`src/rtl/irq_timer_port.sv`:
```
// Bus responder generating the CPU irq/nmi lines: 16-bit down-counter, sticky
// interrupt status, a direct level port and a configurable wait-state handshake.
module irq_timer_port #(
  parameter logic [19:0] BASE_ADDR   = 20'h0bff8,
  parameter int          WAIT_STATES = 1
) (
  input  logic        clk,
  input  logic        reset,
  input  logic [19:0] address_next,
  input  logic        write_next,
  input  logic [7:0]  data_o_next,
  output logic [7:0]  data_out,
  output logic        sel,
  output logic        ready_out,
  output logic        irq,
  output logic        nmi
);

  typedef enum logic [1:0] {S_IDLE, S_WAIT, S_ACCEPT} state_t;

  localparam logic [2:0] WCNT_INIT = (WAIT_STATES > 0) ? 3'(WAIT_STATES - 1) : 3'd0;

  localparam logic [2:0] OFF_CTRL   = 3'd0;
  localparam logic [2:0] OFF_STATUS = 3'd1;
  localparam logic [2:0] OFF_RLD_LO = 3'd2;
  localparam logic [2:0] OFF_RLD_HI = 3'd3;
  localparam logic [2:0] OFF_PORT   = 3'd4;
  localparam logic [2:0] OFF_CNT_LO = 3'd5;
  localparam logic [2:0] OFF_CNT_HI = 3'd6;

  state_t      state, state_n;
  logic [2:0]  wcnt, wcnt_n;
  logic        commit;

  logic        ten, ien, arl;
  logic        irqp, nmip;
  logic [7:0]  rld_lo, rld_hi, port_reg;
  logic [15:0] count;
  logic [7:0]  rd_data;

  logic [2:0]  offset;
  logic        wr_en, rd_en, expire;

  assign sel    = (address_next[19:3] == BASE_ADDR[19:3]);
  assign offset = address_next[2:0];

  // Moore-style ready: the cycle that first presents the address is still IDLE,
  // so the stall covers exactly the WAIT cycles of the CPU's own bus cycle.
  assign ready_out = !((state == S_WAIT) && sel);

  // NOTE: every variable written here gets a default first, so no path leaves
  // it unassigned and no latch is inferred.
  always_comb begin
    state_n = state;
    wcnt_n  = wcnt;
    commit  = 1'b0;
    unique case (state)
      S_IDLE: begin
        if (sel) begin
          if (WAIT_STATES == 0) begin
            commit = 1'b1;
          end else begin
            state_n = S_WAIT;
            wcnt_n  = WCNT_INIT;
          end
        end
      end
      S_WAIT: begin
        if (!sel)              state_n = S_IDLE;
        else if (wcnt == 3'd0) state_n = S_ACCEPT;
        else                   wcnt_n  = wcnt - 3'd1;
      end
      S_ACCEPT: begin
        commit  = sel;
        state_n = S_IDLE;
      end
      default: state_n = S_IDLE;
    endcase
  end

  // NOTE: sequential state uses non-blocking assignments so every flop samples
  // pre-edge values regardless of statement order.
  always_ff @(posedge clk or posedge reset) begin
    if (reset) begin
      state <= S_IDLE;
      wcnt  <= 3'd0;
    end else begin
      state <= state_n;
      wcnt  <= wcnt_n;
    end
  end

  assign wr_en  = commit &  write_next;
  assign rd_en  = commit & ~write_next;
  assign expire = ten && (count == 16'd0);

  always_comb begin
    rd_data = 8'h00;
    case (offset)
      OFF_CTRL:   rd_data = {5'b0, arl, ien, ten};
      OFF_STATUS: rd_data = {6'b0, nmip, irqp};
      OFF_RLD_LO: rd_data = rld_lo;
      OFF_RLD_HI: rd_data = rld_hi;
      OFF_PORT:   rd_data = port_reg;
      OFF_CNT_LO: rd_data = count[7:0];
      OFF_CNT_HI: rd_data = count[15:8];
      default:    rd_data = 8'h00;
    endcase
  end

  always_ff @(posedge clk or posedge reset) begin
    if (reset) begin
      ten      <= 1'b0;
      ien      <= 1'b0;
      arl      <= 1'b0;
      irqp     <= 1'b0;
      nmip     <= 1'b0;
      rld_lo   <= 8'h00;
      rld_hi   <= 8'h00;
      port_reg <= 8'h00;
      count    <= 16'h0000;
      data_out <= 8'h00;
      irq      <= 1'b0;
      nmi      <= 1'b0;
    end else begin
      // Sets take priority over write-1-to-clear on the same edge.
      if (expire)
        irqp <= 1'b1;
      else if (wr_en && offset == OFF_STATUS && data_o_next[0])
        irqp <= 1'b0;

      if (wr_en && offset == OFF_CTRL && data_o_next[3])
        nmip <= 1'b1;
      else if (wr_en && offset == OFF_STATUS && data_o_next[1])
        nmip <= 1'b0;

      if (wr_en && offset == OFF_CTRL) begin
        ten <= data_o_next[0];
        ien <= data_o_next[1];
        arl <= data_o_next[2];
      end else if (expire && !arl) begin
        ten <= 1'b0;
      end

      // An RLD_HI write preloads the counter and overrides the timer step.
      if (wr_en && offset == OFF_RLD_HI)
        count <= {data_o_next, rld_lo};
      else if (expire && arl)
        count <= {rld_hi, rld_lo};
      else if (ten && !expire)
        count <= count - 16'd1;

      if (wr_en && offset == OFF_RLD_LO) rld_lo   <= data_o_next;
      if (wr_en && offset == OFF_RLD_HI) rld_hi   <= data_o_next;
      if (wr_en && offset == OFF_PORT)   port_reg <= data_o_next;

      if (rd_en) data_out <= rd_data;

      irq <= (irqp & ien) | port_reg[0];
      nmi <= nmip | port_reg[1];
    end
  end

endmodule

```
`config.mk`:
```
export PLATFORM = sky130hd
export DESIGN_NAME = irq_timer_port
export DESIGN_NICKNAME = d
export VERILOG_FILES = /design/src/rtl/irq_timer_port.sv
export SDC_FILE = /design/constraint.sdc
export NUM_CORES = 1
export LEC_CHECK = 0
export ABC_AREA = 1
export CAP_MARGIN = 20
export CORE_MARGIN = 3
export CORE_UTILIZATION = 61
export CTS_CLUSTER_SIZE = 24
export DETAILED_ROUTE_END_ITERATION = 16
export GPL_TIMING_DRIVEN = 0
export PLACE_DENSITY_LB_ADDON = 0.12
export SYNTH_ARGS = -nofsm -noshare
export SYNTH_HDL_FRONTEND = slang
export SYNTH_SLANG_ARGS = --single-unit
```
`constraint.sdc`:
```
create_clock -name clk -period 3.1 [get_ports clk]
set_input_delay 0.465 -clock clk [delete_from_list [all_inputs] [get_ports clk]]
set_output_delay 0.465 -clock clk [all_outputs]
set_load 0.01 [all_outputs]
```
==> results by group, run 1 <==
Status
  • Outcome: finished clean

Drt
  • Drt total wl: 10600 um
  • Vias per cell: 5.91
  • Drt drc: 0
  • Antenna Nets Post-Route: 0
  • WL per Instance: 16.2 um
  • 1st-iter DRT viols: 460
  • Pre-antenna DRT Iters: 6
  • DR vias: 3860

Worst setup path
  • CP required: 2.63 ns
  • Reg2reg start: count[0]
  • Critical Path Fanout Max: 4
  • Arrival @ worst endpoint: 2.05 ns
  • Dominant delay contributor by cell family on the critical path: buffers and inverters
  • Max stage delay on crit path: around 0.57 ns
  • FF-to-FF setup slack: 1.00 ns
  • Cell Chain, Critical Path: clkdlybuf4s50_1 -> nand2_1 -> nor3_2 -> inv_2 -> nor2_4 -> clkdlybuf4s50_1
  • Crit path kind: in -> out
  • Most used cell along the critical path: clkdlybuf4s50_1
  • R2r worst-path depth: 12
  • Worst Setup Start Kind: primary input
  • CP max stage cell: clkdlybuf4s50_1
  • Crit end category: output port
  • Crit path buffers/inverters: 3
  • RR Endpoint: count[15]

Placed design
  • Cells after DPL: approximately 640
  • Post-DP HPWL: 7800 um
  • Buffers on Ports: between 40 and 50
  • Setup WS pre-CTS: 0.573 ns
  • GPL Wtd Cong: just under 1

Floorplanning
  • Core Rows: 27
  • Starting Density: 0.649
  • Boundary Pins: 43
  • Die H: 83.5 um
  • Die Span X: roughly 83 um
  • Die area: just under 7000 um^2
  • Core area: around 5600 um^2

Logic synthesis
  • Async SR Flop Fraction: 1.00
  • Mux cell area share after synthesis: 0
  • Sequential fraction of the synthesis area: 0.410
  • Synth Cell Area: 3660 um^2
  • Post-synthesis xor/xnor area fraction: 0.0144
  • Post-Syn Nets: 557
  • Number of synthesized flops with an enable pin: 0
  • Synth Register Bits: 60
  • Mapped Cells: around 520
  • Post-Synth Adder-Cell Area: 0.0103
  • Avg Cell Area, Syn: between 6 and 7 um^2
  • Synth cell types: 33
  • Main flop type after synthesis: dfrtp_1
  • Synth Area in Simple Gates: 0.385
  • Largest area contributor in the synthesized netlist: dfrtp_1
  • Top cell type's share of synthesized area: 0.410
  • Top post-synthesis cells by area: dfrtp_1, nand2_1, inv_1, nand4_1, nand3_1
  • Compound-Gate Fraction of Synth Area: 0.0926
  • Largest family of logic cells by synthesized area: simple AND/OR/NAND/NOR gates
  • Synth warnings: 0

Timing
  • WHS: 0.453 ns
  • Worst slew pin tran: 0.742 ns
  • Fin. max-slew vios: 0
  • F_max: 0.398 GHz
  • Slew margin rel.: 0.502
  • Minimum clock period after layout: 2.51 ns
  • Setup TNS: 0 ns
  • Final setup fails: 0
  • Final Hold Vio Count: 0
  • Final Cycle Share: 0.810
  • RSZ-0062 raised after global routing: false
  • Layout Skew: between 0.005 and 0.006 ns
  • PnR worst setup slack: 0.588 ns

Cells and area
  • Ant. Diodes: 0
  • Layout cells sized above 1: 0.0740
  • Largest Register: count
  • Largest register FFs: 16
  • Final Non-Filler Cells: 653
  • Final nets: 610
  • Area grow syn2layout: 21.1%

Clock tree
  • CTS H-tree depth: 3
  • CTS root buffer: clkbuf_8
  • Post-cts resize count: 0
  • CTS Sinks: 60
  • Hold buffer count at cts: 0
  • TritonCTS clock tree: yes
  • CTS Buffer Depth: 2
  • Total setup buffers inserted after CTS: 0
  • CTS clk-pin slew, worst paths: 0.07 ns
  • Number of CTS-inserted buffers: 9
  • Clk Latency, worst-skew pair: 0.34 ns

Global route
  • Global-route wire length before repair: ~18000 um
  • All-Layer GR Usage: 0.317
  • Initial antenna violation count: 0
  • GR Overflow Total: 0
  • Largest net degree at the start of global routing: 40
  • Vias in the first global route: 3621

Power and ir drop
  • Leak: 2.22 nW
  • Max VDD drop: ~0.0004 V
  • Pwr Total: 0.00182 W
  • Power density cells: 411 nW/um^2

Flow run
  • Max Cap Viol: 0

Min path
  • HP Class: in -> async
Yosys cell counts, types with 3 or more instances:
cell type	instances
nand2_1	188
inv_1	61
dfrtp_1	60
nor2_1	41
nand3_1	35
o21ai_0	34
nand4_1	30
o22ai_1	11
clkbuf_1	6
xor2_1	6
a211oi_1	5
buf_2	4
inv_2	4
nor2_4	4
nor3_1	4
o21ai_1	4
ha_1	3
nor2_2	3
cell usage in the layout (no fill, tap or decap):
cell / count
buf_12: 1
nand2_2: 2
inv_1: 60
buf_6: 2
xor2_1: 6
ha_1: 3
nand2_1: 188
nor2_8: 1
buf_2: 4
nor2_4: 4
nor3_2: 1
nor3_1: 4
nand2_4: 1
clkbuf_8: 11
a211oi_1: 5
nand3_1: 35
nor2_1: 41
nand4_1: 30
nand3b_1: 1
o22ai_1: 11
o211ai_1: 2
inv_2: 5
o21ai_1: 4
dfrtp_1: 60
a21oi_1: 2
bufinv_16: 3
buf_4: 1
clkinv_2: 1
buf_1: 1
clkdlybuf4s50_1: 41
clkbuf_1: 7
nand4_2: 2
nor4_1: 1
a311oi_1: 1
nor2_2: 3
a22o_1: 1
o21ai_0: 34
nand3_2: 1
stage by stage:
step                 util  area (um^2)
floorplan               -         3660
CTS                 0.785         4430
global route        0.785         4430
detailed placement  0.741         4180
global placement    0.737         4160
finish              0.785         4430
routing by layer:
layer	up-vias	global-route usage	share of wire
li1	1803	-	-
met1	1734	0.443	0.40
met2	264	0.480	0.44
met3	59	0.0592	0.11
met4	0	0.145	0.044
met5	-	0	0
layout make-up:
type | instances | area (um^2)
buffer | 14 | 76.3
clock buffer | 12 | 155
clock inverter | 4 | 95.1
fill | 415 | 1210
inverter | 65 | 244
multi-input combinational | 384 | 1840
sequential | 60 | 1500
tap | 72 | 90.1
timing repair buffer | 42 | 430
kinds of logic after synthesis:
kind of cell,after synthesis
adder cells (fa/ha/maj),3
AO/OA/AOI/OAI,60
XOR/XNOR,6
AND/OR/NAND/NOR,315
buffers and inverters,79
flip-flops,60
power breakdown:
group	switching [W]	internal, W
clock network	0.000319	0.000577
logic	0.0000820	0.0000565
registers	0.00000182	0.000784
total	0.000403	0.00142
worst register-to-register path, cell delays in order, from the launching register on:
cell and delay, ns:
dfrtp_1 0.40, inv_1 0.14, ha_1 0.22, nand2_1 0.14
nor2_2 0.19, nand4_2 0.19, buf_2 0.25, nand2_1 0.12
nand2_1 0.05, nand2_1 0.05, nand2_1 0.08, nand2_1 0.08
nand2_1 0.06
worst max-delay path by stage:
stage	startpoint	endpoint	depth (start not counted)	slack, ns
4_1_cts	address_next[4]	sel	6	0.57
2_1_floorplan	reset	arl	1	1.15
6_report	address_next[4]	sel	6	0.59
3_5_place_dp	address_next[4]	sel	6	0.57
5_1_grt	address_next[4]	sel	6	0.49
3_3_place_gp	reset	count[14]	2	0.15
Note: power is estimated with default switching activity, not from simulation.
==> run 2, diff against run 1 <==
--- a/config.mk
+++ b/config.mk
@@ -8,7 +8,7 @@
 export ABC_AREA = 1
 export CAP_MARGIN = 20
 export CORE_MARGIN = 3
-export CORE_UTILIZATION = 61
+export CORE_UTILIZATION = 51
 export CTS_CLUSTER_SIZE = 24
 export DETAILED_ROUTE_END_ITERATION = 16
 export GPL_TIMING_DRIVEN = 0
==> constraint.sdc (replaced) <==
create_clock -name clk -period 2.1 [get_ports clk]
set_input_delay 0.315 -clock clk [delete_from_list [all_inputs] [get_ports clk]]
set_output_delay 0.315 -clock clk [all_outputs]
set_load 0.01 [all_outputs]
==> results by group, run 2 (synthesized netlist as in run 1, its figures left out) <==
Clock tree
  • CTS clk-pin slew, worst paths: 0.07 ns
  • CTS H-tree depth: 3
  • TritonCTS clock tree: yes
  • Number of CTS-inserted buffers: 9
  • Clk Latency, worst-skew pair: ~0.34 ns
  • CTS root buffer: clkbuf_8
  • CTS Buffer Depth: 2
  • CTS Sinks: 60

Cells and area
  • Most frequent cells in the layout: nand2_1, dfrtp_1, inv_1, nor2_1, clkdlybuf4s50_1
  • Ant. Diodes: 0
  • Commonest non-fill, non-tap cell in the layout: nand2_1
  • Largest Register: count
  • Final nets: 614
  • Largest register FFs: 16
  • Area grow syn2layout: 23.4%
  • Layout cells sized above 1: 0.0889
  • Final Non-Filler Cells: 681

Placed design
  • Setup WS pre-CTS: -0.124 ns
  • Post-DP HPWL: between 8000 and 9000 um
  • Buffers on Ports: 41
  • Cells after DPL: between 600 and 700
  • GPL Wtd Cong: 0.963

Drt
  • 1st-iter DRT viols: 334
  • Antenna Nets Post-Route: 0
  • Drt drc: 0
  • DR vias: approximately 3800
  • Vias per cell: around 5.5
  • Drt total wl: 10700 um
  • Pre-antenna DRT Iters: 6
  • WL per Instance: 15.7 um

Power and ir drop
  • Leak: 2.25 nW
  • Clock power share: 0.492
  • Sequential share of power: 0.431
  • Power density cells: 596 nW/um^2
  • Sw frac: 0.222
  • Max VDD drop: between 0.0003 and 0.0004 V
  • Pwr Total: between 0.002 and 0.003 W
  • Internal: 0.00210 W
  • Comb pwr share: 0.077
  • NetSw: between 0.0005 and 0.0006 W

Timing
  • Fin. max-slew vios: 0
  • Final setup fails: 0
  • Worst slew pin tran: 0.667 ns
  • Minimum clock period after layout: 2.00 ns
  • Slew margin rel.: 0.554
  • Final Cycle Share: 0.951
  • Layout Skew: 0.00640 ns
  • PnR worst setup slack: 0.102 ns
  • Final Hold Vio Count: 0
  • F_max: 0.501 GHz

Global route
  • GR Overflow Total: 0
  • All-Layer GR Usage: 0.265
  • Global-route wire length before repair: 17300 um
  • Initial antenna violation count: 0
  • Largest net degree at the start of global routing: 32
  • Vias in the first global route: 3522

Worst setup path
  • CP required: about 1.8 ns
  • Arrival @ worst endpoint: 1.68 ns
  • FF-to-FF setup slack: roughly 0.15 ns
  • Crit end category: output port
  • Worst Setup Start Kind: primary input
  • Crit path kind: in -> out
  • Critical Path Fanout Max: 2

Floorplanning
  • Core Rows: 30
  • Boundary Pins: 43
  • Starting Density: 0.533
  • Core area: 6870 um^2
  • Die area: 8230 um^2
  • Die Span X: between 90 and 100 um
  • Die H: about 91 um

Min path
  • HP Class: in -> async

Status
  • Outcome: finished clean

Flow run
  • Max Cap Viol: 0
==> run 2: layout make-up <==
cell class                      count  area, um^2
Clock buffer                       12         155
Tap cell                           96         120
Timing Repair Buffer               46         455
Fill cell                         614        2350
Inverter                           65         244
Buffer                             14        78.8
Clock inverter                      4        95.1
Multi-Input combinational cell    384        1870
Sequential cell                    60        1500
==> run 2: critical path, cell delays in order <==
cell and delay (ns):
clkdlybuf4s50_1 0.46, nand2_1 0.10, nor3_4 0.22, nand3b_1 0.14, nor2_1 0.11, inv_1 0.06
dlygate4sd2_1 0.28
==> run 2: final timing paths <==
| check | to | cells past startpoint | start |
|---|---|---|---|
| hold reg to reg | state[0] | 1 | state[1] |
| setup / recovery | ready_out | 7 | address_next[3] |
| max in group asynchronous | count[2] | 3 | reset |
| min in group clk | data_out[0] | 4 | write_next |
| hold / removal | data_out[0] | 2 | reset |
| setup reg to reg | count[14] | 13 | count[0] |
==> run 2: through the flow <==
stage,TNS [ns],utilization,hold slack (ns),area [um^2]
after floorplan,0,-,0.426,3660
after global placement,-52.74,0.610,0.438,4190
after detailed placement,-3.61,0.613,0.459,4210
after CTS,0,0.649,0.398,4460
after global routing,-0.0200,0.658,0.432,4520
final,0,0.658,0.384,4520
==> run 2: what timing repair did <==
item                       4_1_cts  5_1_grt
setup endpoints to repair        2       19
cloned                           0        0
pin swaps                        1        2
setup buffers                    0        4
gates resized for setup          2       10
hold buffers                     0        0
==> run 2: layer usage <==
metal,vias up,part of all wire,track usage
li1,1816,-,-
met1,1735,0.44,0.371
met2,203,0.46,0.419
met3,20,0.082,0.0375
met4,0,0.019,0.0931
met5,-,0,0
==> run 2: power groups by stage <==
stage | registers (W) | clock network, W | logic [W]
finish | 0.00116 | 0.00132 | 0.000208
global route | 0.00116 | 0.00138 | 0.000228
CTS | 0.00116 | 0.00132 | 0.000202
detailed placement | 0.00118 | 0 | 0.000201
global placement | 0.00118 | 0 | 0.000194
floorplan | 0.00118 | 0 | 0.0000970
==> run 3, diff against run 2 <==
--- a/config.mk
+++ b/config.mk
@@ -12,6 +12,7 @@
 export CTS_CLUSTER_SIZE = 24
 export DETAILED_ROUTE_END_ITERATION = 16
 export GPL_TIMING_DRIVEN = 0
+export HOLD_SLACK_MARGIN = 0.12
 export PLACE_DENSITY_LB_ADDON = 0.12
 export SYNTH_ARGS = -nofsm -noshare
 export SYNTH_HDL_FRONTEND = slang
==> results of run 3 <==
Final layout, timing and power as in run 2 (identical DEF).
